--- src/rtl/alu_arb_pkg.sv ---
// Shared types and constants for the two-requester ALU arbiter.
// Build option: define ALU_ARB_FIXED_PRIO_EN for fixed priority (requester 0 wins ties).
package alu_arb_pkg;

    typedef enum logic [1:0] {
        ST_IDLE = 2'd0,
        ST_EXEC = 2'd1,
        ST_RESP = 2'd2
    } alu_arb_state_t;

    localparam int ALU_ARB_DATA_W = 32;
    localparam int ALU_ARB_OP_W   = 3;

    localparam logic [2:0] ALU_OP_AND = 3'b000;
    localparam logic [2:0] ALU_OP_ADD = 3'b010;
    localparam logic [2:0] ALU_OP_SUB = 3'b110;

    // Converts a one-hot 2-way grant into the requester index.
    function automatic logic gnt_to_id(input logic [1:0] gnt);
        return gnt[1];
    endfunction

endpackage

--- src/rtl/alu_arb_rr.sv ---
// Two-way grant generator: round-robin by default, fixed priority when
// ALU_ARB_FIXED_PRIO_EN is defined.
module alu_arb_rr
    import alu_arb_pkg::*;
(
    input  logic [1:0] req,
    input  logic       last_grant,
    output logic [1:0] gnt
);

`ifdef ALU_ARB_FIXED_PRIO_EN
    logic unused_last_grant;
    assign unused_last_grant = last_grant;

    always_comb begin
        gnt    = 2'b00;
        gnt[0] = req[0];
        gnt[1] = req[1] & ~req[0];
    end
`else
    always_comb begin
        gnt = 2'b00;
        case (req)
            2'b01:   gnt = 2'b01;
            2'b10:   gnt = 2'b10;
            // On a tie the requester that did not win last time goes first.
            2'b11:   gnt = last_grant ? 2'b01 : 2'b10;
            default: gnt = 2'b00;
        endcase
    end
`endif

endmodule

--- src/rtl/alu_arbiter.sv ---
// Arbitrates two command sources onto one combinational ALU and returns tagged responses.
// Build option: ALU_ARB_FIXED_PRIO_EN selects fixed priority instead of round-robin.
module alu_arbiter
    import alu_arb_pkg::*;
#(
    parameter int DATA_W = ALU_ARB_DATA_W,
    parameter int OP_W   = ALU_ARB_OP_W
) (
    input  logic              clk,
    input  logic              rst_n,
    input  logic              req0_valid,
    output logic              req0_ready,
    input  logic [OP_W-1:0]   req0_op,
    input  logic [DATA_W-1:0] req0_a,
    input  logic [DATA_W-1:0] req0_b,
    input  logic              req1_valid,
    output logic              req1_ready,
    input  logic [OP_W-1:0]   req1_op,
    input  logic [DATA_W-1:0] req1_a,
    input  logic [DATA_W-1:0] req1_b,
    output logic              rsp_valid,
    input  logic              rsp_ready,
    output logic              rsp_id,
    output logic [DATA_W-1:0] rsp_res,
    output logic              rsp_co,
    output logic              rsp_zero,
    output logic              rsp_ovf,
    output logic [OP_W-1:0]   alu_op,
    output logic [DATA_W-1:0] alu_a,
    output logic [DATA_W-1:0] alu_b,
    input  logic [DATA_W-1:0] alu_res,
    input  logic              alu_co,
    input  logic              alu_zero,
    input  logic              alu_ovf
);

    alu_arb_state_t state_q, state_d;

    // Holds readies low until the first clock edge after reset release.
    logic en_q, en_d;

    logic              gnt_id_q, gnt_id_d;
    logic [OP_W-1:0]   alu_op_q, alu_op_d;
    logic [DATA_W-1:0] alu_a_q, alu_a_d;
    logic [DATA_W-1:0] alu_b_q, alu_b_d;
    logic              rsp_id_q, rsp_id_d;
    logic [DATA_W-1:0] rsp_res_q, rsp_res_d;
    logic              rsp_co_q, rsp_co_d;
    logic              rsp_zero_q, rsp_zero_d;
    logic              rsp_ovf_q, rsp_ovf_d;

    logic [1:0] gnt;
    logic       last_grant;
    logic       xfer;

    alu_arb_rr u_rr (
        .req        ({req1_valid, req0_valid}),
        .last_grant (last_grant),
        .gnt        (gnt)
    );

`ifdef ALU_ARB_FIXED_PRIO_EN
    assign last_grant = 1'b0;
`else
    logic last_grant_q, last_grant_d;

    always_comb begin
        last_grant_d = last_grant_q;
        if (xfer) begin
            last_grant_d = gnt_to_id(gnt);
        end
    end

    // Reset to 1 so requester 0 wins the first tie.
    always_ff @(posedge clk or negedge rst_n) begin
        if (!rst_n) begin
            last_grant_q <= 1'b1;
        end else begin
            last_grant_q <= last_grant_d;
        end
    end

    assign last_grant = last_grant_q;
`endif

    always_ff @(posedge clk or negedge rst_n) begin
        if (!rst_n) begin
            state_q <= ST_IDLE;
            en_q    <= 1'b0;
        end else begin
            state_q <= state_d;
            en_q    <= en_d;
        end
    end

    always_comb begin
        state_d = state_q;
        en_d    = 1'b1;
        case (state_q)
            ST_IDLE: if (xfer)      state_d = ST_EXEC;
            ST_EXEC:                state_d = ST_RESP;
            ST_RESP: if (rsp_ready) state_d = ST_IDLE;
            default:                state_d = ST_IDLE;
        endcase
    end

    always_comb begin
        req0_ready = 1'b0;
        req1_ready = 1'b0;
        rsp_valid  = 1'b0;
        if (state_q == ST_IDLE && en_q) begin
            req0_ready = gnt[0];
            req1_ready = gnt[1];
        end
        if (state_q == ST_RESP) begin
            rsp_valid = 1'b1;
        end
    end

    assign xfer = req0_ready | req1_ready;

    always_comb begin
        gnt_id_d = gnt_id_q;
        alu_op_d = alu_op_q;
        alu_a_d  = alu_a_q;
        alu_b_d  = alu_b_q;
        if (xfer) begin
            gnt_id_d = gnt_to_id(gnt);
            alu_op_d = gnt[1] ? req1_op : req0_op;
            alu_a_d  = gnt[1] ? req1_a  : req0_a;
            alu_b_d  = gnt[1] ? req1_b  : req0_b;
        end
    end

    // The ALU has had a full stable cycle by the end of EXEC.
    always_comb begin
        rsp_id_d   = rsp_id_q;
        rsp_res_d  = rsp_res_q;
        rsp_co_d   = rsp_co_q;
        rsp_zero_d = rsp_zero_q;
        rsp_ovf_d  = rsp_ovf_q;
        if (state_q == ST_EXEC) begin
            rsp_id_d   = gnt_id_q;
            rsp_res_d  = alu_res;
            rsp_co_d   = alu_co;
            rsp_zero_d = alu_zero;
            rsp_ovf_d  = alu_ovf;
        end
    end

    always_ff @(posedge clk or negedge rst_n) begin
        if (!rst_n) begin
            gnt_id_q   <= 1'b0;
            alu_op_q   <= '0;
            alu_a_q    <= '0;
            alu_b_q    <= '0;
            rsp_id_q   <= 1'b0;
            rsp_res_q  <= '0;
            rsp_co_q   <= 1'b0;
            rsp_zero_q <= 1'b0;
            rsp_ovf_q  <= 1'b0;
        end else begin
            gnt_id_q   <= gnt_id_d;
            alu_op_q   <= alu_op_d;
            alu_a_q    <= alu_a_d;
            alu_b_q    <= alu_b_d;
            rsp_id_q   <= rsp_id_d;
            rsp_res_q  <= rsp_res_d;
            rsp_co_q   <= rsp_co_d;
            rsp_zero_q <= rsp_zero_d;
            rsp_ovf_q  <= rsp_ovf_d;
        end
    end

    assign alu_op   = alu_op_q;
    assign alu_a    = alu_a_q;
    assign alu_b    = alu_b_q;
    assign rsp_id   = rsp_id_q;
    assign rsp_res  = rsp_res_q;
    assign rsp_co   = rsp_co_q;
    assign rsp_zero = rsp_zero_q;
    assign rsp_ovf  = rsp_ovf_q;

endmodule

--- config.mk ---
export PLATFORM = sky130hd
export DESIGN_NAME = alu_arbiter
export DESIGN_NICKNAME = d
export VERILOG_FILES = /design/src/rtl/alu_arb_pkg.sv /design/src/rtl/alu_arb_rr.sv /design/src/rtl/alu_arbiter.sv
export SDC_FILE = /design/constraint.sdc
export NUM_CORES = 1
export LEC_CHECK = 0
export CAP_MARGIN = 20
export CORE_MARGIN = 2
export CORE_UTILIZATION = 41
export CTS_CLUSTER_SIZE = 28
export DETAILED_ROUTE_END_ITERATION = 7
export PLACE_DENSITY = 0.92
export SYNTH_ARGS = -nofsm -noshare
export SYNTH_HDL_FRONTEND = slang
export SYNTH_SLANG_ARGS = --single-unit
--- constraint.sdc ---
create_clock -name clk -period 4.2 [get_ports clk]
set_input_delay 0.84 -clock clk [delete_from_list [all_inputs] [get_ports clk]]
set_output_delay 0.84 -clock clk [all_outputs]
set_load 0.02 [all_outputs]
==> metrics.txt, run 1 <==
# TYPE chip_impl_metric gauge
chip_impl_metric{name="initial_antenna_violation_count",unit=""} 0
chip_impl_metric{name="dp_worst_setup_slack",unit="ns"} 0.776
chip_impl_metric{name="clock_skew",unit="ns"} 0.00616
chip_impl_metric{name="p_leak",unit="uW"} 0.00299
chip_impl_metric{name="synth_sequential_area_ratio",unit=""} 0.565
chip_impl_metric{name="first_global_vias",unit=""} 4516
chip_impl_metric{name="synth_area_per_cell",unit="um^2"} 14.2
chip_impl_metric{name="finalCritPeriodShare",unit=""} 0.821
chip_impl_metric{name="cts-htree-levels",unit=""} 3
chip_impl_metric{name="ctsHoldBuffers",unit=""} 0
chip_impl_metric{name="count_of_flip_flops_with_a_built_in_enable_after_synthesis",unit=""} 0
chip_impl_metric{name="numClockSinks",unit=""} 108
chip_impl_metric{name="grt_usage",unit=""} 0.235
chip_impl_metric{name="worst_setup_hold_path_clk_slew",unit="ns"} 0.07
chip_impl_metric{name="avgRoutedWirePerCell",unit="um"} 20.2
chip_impl_metric{name="cts_made_buffers",unit=""} 9
chip_impl_metric{name="die_width",unit="um"} 112
chip_impl_metric{name="dieArea",unit="um^2"} 12500
chip_impl_metric{name="final.setup.worst_slack",unit="ns"} 0.753
chip_impl_metric{name="yosys.area.top_type_share",unit=""} 0.560
chip_impl_metric{name="worst_slew_margin_rel",unit=""} 0.367
chip_impl_info{name="status",value="completed"} 1
chip_impl_metric{name="post_detailed_route_count_of_antenna_violating_nets",unit=""} 0
chip_impl_metric{name="drt_iter0_drc",unit=""} 236
chip_impl_metric{name="post-cts-setup-buffers",unit=""} 0
chip_impl_metric{name="place.gp.congestion",unit=""} 0.787
chip_impl_metric{name="irDropWorstVdd",unit="V"} 0.000505
chip_impl_info{name="clock_tree.root_cell",value="sky130_fd_sc_hd__clkbuf_16"} 1
chip_impl_metric{name="clock_insertion_delay_worst_skew",unit="ns"} 0.34
chip_impl_metric{name="floorplan.initialDensity",unit=""} 0.419
chip_impl_metric{name="layout.cell_area.non_filler",unit="um^2"} 7860
chip_impl_metric{name="drt_drc_violations_left",unit=""} 0
chip_impl_info{name="most-common-layout-cells",value="278 x sky130_fd_sc_hd__clkdlybuf4s50_1, 107 x sky130_fd_sc_hd__dfrtp_1, 67 x sky130_fd_sc_hd__o32ai_1"} 1
chip_impl_metric{name="port_buffers",unit=""} 279
chip_impl_metric{name="drt-vias-per-instance",unit=""} 5.62
chip_impl_metric{name="syn_area",unit="um^2"} 4780
chip_impl_info{name="synth.area.top_cells",value="sky130_fd_sc_hd__dfrtp_1 56%, sky130_fd_sc_hd__o32ai_1 12%, sky130_fd_sc_hd__a2bb2oi_1 8.6%"} 1
chip_impl_metric{name="core_area",unit="um^2"} 11400
chip_impl_metric{name="post_route_cells_drive_above_1_share",unit=""} 0.144
chip_impl_info{name="crit_slowest_cell",value="sky130_fd_sc_hd__clkdlybuf4s50_1"} 1
chip_impl_metric{name="cts_repair_resize_count",unit=""} 0
chip_impl_metric{name="critical_path.max_fanout",unit=""} 5
chip_impl_metric{name="antenna-diode-count",unit=""} 0
chip_impl_metric{name="layoutNonFillerInstCount",unit=""} 740
chip_impl_metric{name="finish.net_count",unit=""} 766
chip_impl_metric{name="setup_total_negative_slack",unit="ns"} 0
chip_impl_info{name="yosys_most_used_dff",value="sky130_fd_sc_hd__dfrtp_1"} 1
chip_impl_info{name="worst_path_most_repeated_cell",value="sky130_fd_sc_hd__clkdlybuf4s50_1"} 1
chip_impl_metric{name="fmax",unit="MHz"} 290
chip_impl_metric{name="hold_viol_final",unit=""} 0
chip_impl_metric{name="num_rows",unit=""} 39
chip_impl_info{name="crit_path_cell_trace",value="clkdlybuf4s50_1, a21bo_2, nor4b_1, clkdlybuf4s50_1"} 1
chip_impl_metric{name="yosys_register_bits",unit=""} 108
chip_impl_metric{name="drt_wl_total",unit="um"} 14900
chip_impl_metric{name="synth_cell_type_count",unit=""} 26
chip_impl_info{name="grt_setup_unrepaired",value="no"} 1
chip_impl_metric{name="hpwl_after_dpl",unit="um"} 10300
chip_impl_metric{name="async_flop_share",unit=""} 1.00
chip_impl_metric{name="post-route-min-period",unit="ns"} 3.45
chip_impl_metric{name="placed_cells",unit=""} 724
chip_impl_metric{name="total_cell_area_at_the_placement_stage",unit="um^2"} 7570
chip_impl_metric{name="grt_overflow_total",unit=""} 0
chip_impl_info{name="cts_tree",value="yes"} 1
chip_impl_metric{name="grt_pass1_wl",unit="um"} 23300
chip_impl_metric{name="synthesis.nets",unit=""} 511
chip_impl_info{name="setup.worst_path.start_class",value="input port"} 1
chip_impl_metric{name="ys_warn_count",unit=""} 0
chip_impl_metric{name="num_vias",unit=""} 4157
chip_impl_info{name="final_common_cell",value="sky130_fd_sc_hd__clkdlybuf4s50_1"} 1
chip_impl_metric{name="critPathRequiredTime",unit="ns"} 3.36
chip_impl_info{name="yosysTopAreaCell",value="sky130_fd_sc_hd__dfrtp_1"} 1
chip_impl_info{name="min_path_type",value="flip-flop to flip-flop"} 1
chip_impl_metric{name="crit_arrival",unit="ns"} 2.61
chip_impl_metric{name="die_height",unit="um"} 112
chip_impl_metric{name="slew_violations",unit=""} 0
chip_impl_metric{name="power.density_cell_area",unit="nW/um^2"} 688
chip_impl_metric{name="area_delta_synth_final",unit="%"} 64.4
chip_impl_metric{name="synth_cells",unit=""} 337
chip_impl_metric{name="worst_slew_pin_slew",unit="ns"} 0.949
chip_impl_metric{name="grt_max_degree",unit=""} 73
chip_impl_metric{name="cap_viol_max_count",unit=""} 0
chip_impl_metric{name="critical-path-max-stage-delay",unit="ns"} 0.67
chip_impl_metric{name="max-clock-path-buffers",unit=""} 2
chip_impl_info{name="worst-setup-path-type",value="input port to output pin"} 1
chip_impl_metric{name="io-pin-count",unit=""} 280
chip_impl_metric{name="detailedRoute.firstPassIterationCount",unit=""} 4
chip_impl_info{name="critical_path.endpoint_type",value="output pin"} 1
chip_impl_metric{name="setup_viol",unit=""} 0
## path summary, 6_finish.rpt
check | start | endpoint | slack (ns) | depth (start not counted)
worst max-delay path | req1_valid | req1_ready | 0.75 | 4
worst min-delay path | rsp_zero | rsp_zero | 0.50 | 1
worst max register to register | state_q[0] | alu_b[1] | 1.62 | 4
worst min register to register | rsp_zero | rsp_zero | 0.50 | 1
max in group asynchronous | rst_n | alu_b[12] | 2.76 | 2
min in group asynchronous | rst_n | rsp_res[27] | 0.60 | 1
## flip-flops by register name (all words and copies together) (netlist names)
| signal | flops |
|---|---|
| last_grant | 1 |
| en_q | 1 |
| rsp_ovf | 1 |
| alu_a | 32 |
| gnt_id_q | 1 |
| alu_b | 32 |
| alu_op | 3 |
| rsp_res | 32 |
| rsp_zero | 1 |
| rsp_co | 1 |
| state_q | 2 |
| rsp_id | 1 |
## cell families after synthesis
family | share of synthesized area
flip-flops | 0.565
AO/OA/AOI/OAI | 0.283
other | 0.000784
buffers and inverters | 0.0539
AND/OR/NAND/NOR | 0.0123
multiplexers | 0.0848
## Yosys cell counts (2+ instances only)
master                        n
sky130_fd_sc_hd__buf_4        3
sky130_fd_sc_hd__nor2b_1      2
sky130_fd_sc_hd__buf_6        7
sky130_fd_sc_hd__clkbuf_1     9
sky130_fd_sc_hd__a2bb2oi_1   47
sky130_fd_sc_hd__mux2_2      36
sky130_fd_sc_hd__buf_2       22
sky130_fd_sc_hd__dfrtp_1    107
sky130_fd_sc_hd__a2bb2oi_2   20
sky130_fd_sc_hd__o32ai_1     67
sky130_fd_sc_hd__nand2b_1     2
## worst max-delay path, delay by kind of cell
| family | cells | cell delay [ns] |
|---|---|---|
| AOI/OAI and AO/OA | 1 | 0.26 |
| and+or+nand+nor | 1 | 0.28 |
| buffers and inverters | 2 | 1.24 |
## metal layers
layer / track usage / part of all wire
met4: 0.0894 / 0.023
met2: 0.418 / 0.51
met1: 0.263 / 0.39
met5: 0 / 0
met3: 0.0751 / 0.084
## layout make-up
cell class / instances / area, um^2
fill: 755 / 3560
multi-input combinational: 185 / 1830
sequential: 108 / 2700
inverter: 2 / 7.51
clock inverter: 6 / 65.1
clock buffer: 10 / 229
timing repair buffer: 286 / 2840
tap: 143 / 179
## metrics by stage
stage           util  hold slack, ns  total power (uW)
2_1_floorplan      -           0.498              3240
3_3_place_gp   0.663           0.488              4500
3_5_place_dp   0.663           0.493              4590
4_1_cts        0.688           0.509              5460
5_1_grt        0.688           0.520              5660
6_report       0.688           0.504              5410
## power breakdown
| group | internal (uW) | total (uW) | switching, uW |
|---|---|---|---|
| Combinational | 1470 | 2760 | 1290 |
| Clock | 461 | 836 | 374 |
| Sequential | 1530 | 1820 | 294 |
(Power assumes the default switching activity.)
==> run 2: changes to the inputs <==
--- a/config.mk
+++ b/config.mk
@@ -7,10 +7,10 @@
 export LEC_CHECK = 0
 export CAP_MARGIN = 20
 export CORE_MARGIN = 2
-export CORE_UTILIZATION = 41
+export CORE_UTILIZATION = 38
 export CTS_CLUSTER_SIZE = 28
 export DETAILED_ROUTE_END_ITERATION = 7
-export PLACE_DENSITY = 0.92
+export PLACE_DENSITY = 0.87
 export SYNTH_ARGS = -nofsm -noshare
 export SYNTH_HDL_FRONTEND = slang
 export SYNTH_SLANG_ARGS = --single-unit
==> constraint.sdc (replaced) <==
create_clock -name clk -period 3.4 [get_ports clk]
set_input_delay 0.68 -clock clk [delete_from_list [all_inputs] [get_ports clk]]
set_output_delay 0.68 -clock clk [all_outputs]
set_load 0.02 [all_outputs]
==> metrics.txt, run 2 (synthesis gave the netlist of run 1 again) <==
# TYPE chip_impl_metric gauge
chip_impl_metric{name="critical_path.max_fanout",unit=""} 5
chip_impl_metric{name="finish.net_count",unit=""} 766
chip_impl_metric{name="irDropWorstVdd",unit="V"} 0.000555
chip_impl_metric{name="p_leak",unit="uW"} 0.00302
chip_impl_metric{name="hpwl_after_dpl",unit="um"} 11200
chip_impl_metric{name="placed_cells",unit=""} 749
chip_impl_metric{name="core_area",unit="um^2"} 12200
chip_impl_metric{name="worst_slew_margin_rel",unit=""} 0.377
chip_impl_metric{name="setup_viol",unit=""} 0
chip_impl_metric{name="grt_usage",unit=""} 0.223
chip_impl_metric{name="initial_antenna_violation_count",unit=""} 0
chip_impl_metric{name="ctsHoldBuffers",unit=""} 0
chip_impl_metric{name="port_buffers",unit=""} 279
chip_impl_metric{name="setup_total_negative_slack",unit="ns"} 0
chip_impl_info{name="crit_end",value="req1_ready"} 1
chip_impl_metric{name="critPathRequiredTime",unit="ns"} 2.72
chip_impl_metric{name="clock_skew",unit="ns"} 0.00821
chip_impl_metric{name="grt_pass1_wl",unit="um"} 23100
chip_impl_metric{name="finalCritPeriodShare",unit=""} 0.908
chip_impl_info{name="beginning_of_the_critical_path",value="req0_valid"} 1
chip_impl_metric{name="hold_viol_final",unit=""} 0
chip_impl_metric{name="clock_insertion_delay_worst_skew",unit="ns"} 0.34
chip_impl_metric{name="layoutNonFillerInstCount",unit=""} 765
chip_impl_metric{name="worst-r2r-cell-count",unit=""} 4
chip_impl_metric{name="post_route_cells_drive_above_1_share",unit=""} 0.142
chip_impl_metric{name="cap_viol_max_count",unit=""} 0
chip_impl_metric{name="total_cell_area_at_the_placement_stage",unit="um^2"} 7610
chip_impl_info{name="most-common-layout-cells",value="278 x sky130_fd_sc_hd__clkdlybuf4s50_1, 107 x sky130_fd_sc_hd__dfrtp_1, 67 x sky130_fd_sc_hd__o32ai_1"} 1
chip_impl_metric{name="crit_arrival",unit="ns"} 2.41
chip_impl_info{name="setup.worst_path.start_class",value="input port"} 1
chip_impl_info{name="grt_setup_unrepaired",value="no"} 1
chip_impl_info{name="critical_path.endpoint_type",value="output pin"} 1
chip_impl_metric{name="area_delta_synth_final",unit="%"} 65.8
chip_impl_metric{name="floorplan.initialDensity",unit=""} 0.393
chip_impl_metric{name="detailedRoute.firstPassIterationCount",unit=""} 4
chip_impl_info{name="clock_tree.root_cell",value="sky130_fd_sc_hd__clkbuf_16"} 1
chip_impl_metric{name="worst_setup_hold_path_clk_slew",unit="ns"} 0.07
chip_impl_metric{name="place.gp.congestion",unit=""} 0.750
chip_impl_metric{name="num_vias",unit=""} 4158
chip_impl_metric{name="max-clock-path-buffers",unit=""} 2
chip_impl_info{name="worst_reg2reg_startpoint",value="state_q[0]"} 1
chip_impl_metric{name="fin_total_pwr",unit="uW"} 6790
chip_impl_metric{name="power.density_cell_area",unit="nW/um^2"} 856
chip_impl_metric{name="die_height",unit="um"} 116
chip_impl_metric{name="die_width",unit="um"} 116
chip_impl_metric{name="drt-vias-per-instance",unit=""} 5.44
chip_impl_metric{name="antenna-diode-count",unit=""} 0
chip_impl_info{name="status",value="completed"} 1
chip_impl_metric{name="numClockSinks",unit=""} 108
chip_impl_metric{name="num_rows",unit=""} 40
chip_impl_metric{name="drt_drc_violations_left",unit=""} 0
chip_impl_metric{name="io-pin-count",unit=""} 280
chip_impl_metric{name="grt_overflow_total",unit=""} 0
chip_impl_metric{name="setup.reg_to_reg.worst_slack",unit="ns"} 0.84
chip_impl_metric{name="avgRoutedWirePerCell",unit="um"} 20.1
chip_impl_info{name="worst-setup-path-type",value="input port to output pin"} 1
chip_impl_metric{name="post_detailed_route_count_of_antenna_violating_nets",unit=""} 0
chip_impl_metric{name="cts_made_buffers",unit=""} 9
chip_impl_metric{name="grt_max_degree",unit=""} 73
chip_impl_metric{name="dieArea",unit="um^2"} 13500
chip_impl_info{name="final_common_cell",value="sky130_fd_sc_hd__clkdlybuf4s50_1"} 1
chip_impl_metric{name="worst_slew_pin_slew",unit="ns"} 0.935
chip_impl_metric{name="drt_iter0_drc",unit=""} 277
chip_impl_metric{name="post-cts-setup-buffers",unit=""} 0
chip_impl_metric{name="first_global_vias",unit=""} 4423
chip_impl_info{name="cts_tree",value="yes"} 1
chip_impl_metric{name="post-route-min-period",unit="ns"} 3.09
chip_impl_metric{name="fmax",unit="MHz"} 324
chip_impl_metric{name="drt_wl_total",unit="um"} 15400
chip_impl_info{name="min_path_type",value="input port to asynchronous set/reset pin"} 1
chip_impl_metric{name="cts-htree-levels",unit=""} 3
chip_impl_metric{name="cts_repair_resize_count",unit=""} 0
chip_impl_metric{name="slew_violations",unit=""} 0
chip_impl_metric{name="layout.cell_area.non_filler",unit="um^2"} 7930
chip_impl_info{name="end_of_the_worst_register_to_register_path",value="alu_a[20]"} 1
-- run 2: cell count changes in the layout (fill, tap and decap cells not counted), sizes merged --
cell / before / now
clkinvlp: 4 / 1
clkbuf: 10 / 12
bufinv: 1 / 2
-- run 2: worst min path at each step --
stage / startpoint / endpoint / slack, ns / depth (start not counted)
after floorplan: rst_n / alu_a[0] / 0.38 / 0
after global placement: rsp_res[4] / rsp_res[4] / 0.49 / 1
after detailed placement: rsp_zero / rsp_zero / 0.49 / 1
after CTS: rst_n / rsp_res[29] / 0.37 / 1
after global routing: rst_n / rsp_ovf / 0.39 / 1
final: rst_n / rsp_res[29] / 0.34 / 1
-- run 2: metrics by stage --
step	hold slack (ns)	utilization	setup WS (ns)
global route	0.388	0.652	0.153
finish	0.342	0.652	0.313
detailed placement	0.492	0.626	0.310
floorplan	0.384	-	0.800
global placement	0.487	0.626	0.277
CTS	0.369	0.652	0.311
-- run 2: layout make-up --
type / instances / area (um^2)
inverters: 2 / 7.51
multi-input cells: 185 / 1830
well taps: 168 / 210
fillers: 898 / 4230
repair buffers: 286 / 2860
clock buffers: 12 / 246
clock inverters: 4 / 72.6
flip-flops and latches: 108 / 2700
-- run 2: critical path: stages --
cell and delay [ns]:
sky130_fd_sc_hd__clkdlybuf4s50_1 0.51, sky130_fd_sc_hd__a21bo_2 0.27, sky130_fd_sc_hd__nor4b_1 0.26, sky130_fd_sc_hd__clkdlybuf4s50_1 0.69
-- run 2: routing by layer --
metal  vias up  track usage  routed length (um)
li1       1877            -                   -
met1      2054        0.245                5630
met2       194        0.385                7840
met3        33       0.0913                1530
met4         0       0.0929                 399
met5         -            0                   0
-- run 2: power breakdown --
group | leakage [uW] | total [uW] | internal [uW] | switching, uW
clock network | 0.000153 | 1110 | 665 | 447
logic | 0.00166 | 3420 | 1820 | 1600
registers | 0.00120 | 2250 | 1890 | 369
==> RTL change: new RTL, settings of run 2 <==
Build with the macro `ALU_ARB_FIXED_PRIO_EN` defined.
--- a/src/rtl/alu_arb_rr.sv
+++ b/src/rtl/alu_arb_rr.sv
@@ -1,4 +1,6 @@
 // Two-way grant generator: round-robin by default, fixed priority when
 // ALU_ARB_FIXED_PRIO_EN is defined.
+`define ALU_ARB_FIXED_PRIO_EN
+
 module alu_arb_rr
     import alu_arb_pkg::*;
Behaviour: not the same (Yosys sat finds a counterexample within 10 cycles, from zero or initial values and one cycle with rst_n low).
==> RTL change against run 2 <==
Area after synthesis rose by 3.7%. Combinational power fell by 9.4%. Clock power barely moved. Sequential cell count fell by 1. Critical path depth did not move. Non-clock buffer count fell by 3. Maximum frequency rose by 9.2%. Final area rose by 3.6%. Total power fell by 6.2%. Setup slack improved by 0.26 ns. Worst hold slack improved by 0.080 ns. Largest cell class unchanged. Critical endpoint unchanged. Routed wire length fell by 14%. Sequential power fell by 4%.
==> RTL change: results (changes against run 2) <==
| Metric | Value |
|---|---|
| Outcome | `completed` |
| Setup Skew | `0.00930 ns (+0.00109 ns)` |
| Final Non-Filler Cells | `760 (-0.65%)` |
| Count of non-CTS buffers in the layout | `283 (-1.0%)` |
| Multi-input logic portion of the cell area | `26.1% (+3.0 points)` |
| Placed insts | `744 (-0.67%)` |
| Library cells used by synthesis | `15 (-42%)` |
| Combinational power | `3.10 mW (-9.4%)` |
| Final Power | `6.37 mW (-6.2%)` |
| Area occupied by registers | `2680 um^2 (-0.97%)` |
| Post-Route Utilization | `64.8% (-0.36 points)` |
| Synth top area cells | `dfrtp_1 54%, mux2_2 30%, mux2_4 12%, buf_6 1.6%, buf_2 1.3%` |
| Clk cell area share | `3.88% (-0.14 points)` |
| Worst r2r dst | `alu_b[9]$_DFFE_PN0P_` |
| Grt met3 use | `6.52% (-2.6 points)` |
| Synth Area in Compound Gates | `0.353% (-28 points)` |
| #FFs+latches synth | `107 (-0.93%)` |
| Fillers | `956 (+6.5%)` |
| First-pass GRT wire length | `21.5 mm (-7.1%)` |
| Clock group | `1.11 mW (about the same)` |
| Share of cells above drive strength 1 | `33.0% (+19 points)` |
| Met2 wire length | `7.17 mm (-8.5%)` |
| Setup WS pre-CTS | `0.584 ns (+0.275 ns)` |
| Final non-clock buffer share | `34.8% (-1.2 points)` |
| DRT iter0 DRCs | `84 (-70%)` |
| GR Util met1 | `19.9% (-4.6 points)` |
| Worst vdd ir | `0.387 mV (-30%)` |
| Multi-input gates | `181 (-2.2%)` |
| Wl on met1 | `4.82 mm (-14%)` |
| Net Count, Synth | `483 (-5.5%)` |
| GR Util met2 | `36.6% (-1.9 points)` |
| Non-clock inverters | `1 (-1)` |
| Worst-path fanout max | `3 (-2)` |
| Number of clock buffers in the layout | `10 (-2)` |
| CP max stage delay | `0.61 ns (-0.08 ns)` |
| Routed wl met3 | `1.02 mm (-33%)` |
| Drt via density | `4.72 (-13%)` |
| WP data arrival | `2.15 ns (-0.26 ns)` |
| Net Sw Power | `2.13 mW (-12%)` |
| FF-to-FF setup slack | `1.34 ns (+0.50 ns)` |
| WHS | `0.422 ns (+0.0798 ns)` |
| Largest net degree at the start of global routing | `68 (-6.8%)` |
| Vias in the first global route | `4181 (-5.5%)` |
| GRT Util Overall | `19.4% (-3.0 points)` |
| Max transition margin | `40.1% (+2.4 points)` |
==> RTL change: cell count changes in the layout (fill, tap and decap cells not counted), sizes merged, moves of 2 or more <==
cell             run 2  this run
clkbuf              12        10
a2bb2oi             67         0
and2                 0         2
buf                  8         5
mux2                36       170
clkinvlp             1         4
o32ai               67         0
==> RTL change: worst reg2reg max path: stages (launching register included) <==
cell and delay [ns]:
dfrtp_1 0.40, nor3b_2 0.33, o21a_4 0.50, buf_4 0.33, mux2_2 0.38
==> RTL change: worst max path at each step <==
stage | slack (ns) | startpoint | end
after global placement | 0.58 | req1_valid | req1_ready
after CTS | 0.58 | req1_valid | req1_ready
after detailed placement | 0.58 | req1_valid | req1_ready
after global routing | 0.52 | req1_valid | req1_ready
after floorplan | 1.30 | req1_valid | req1_ready
final | 0.57 | req1_valid | req1_ready
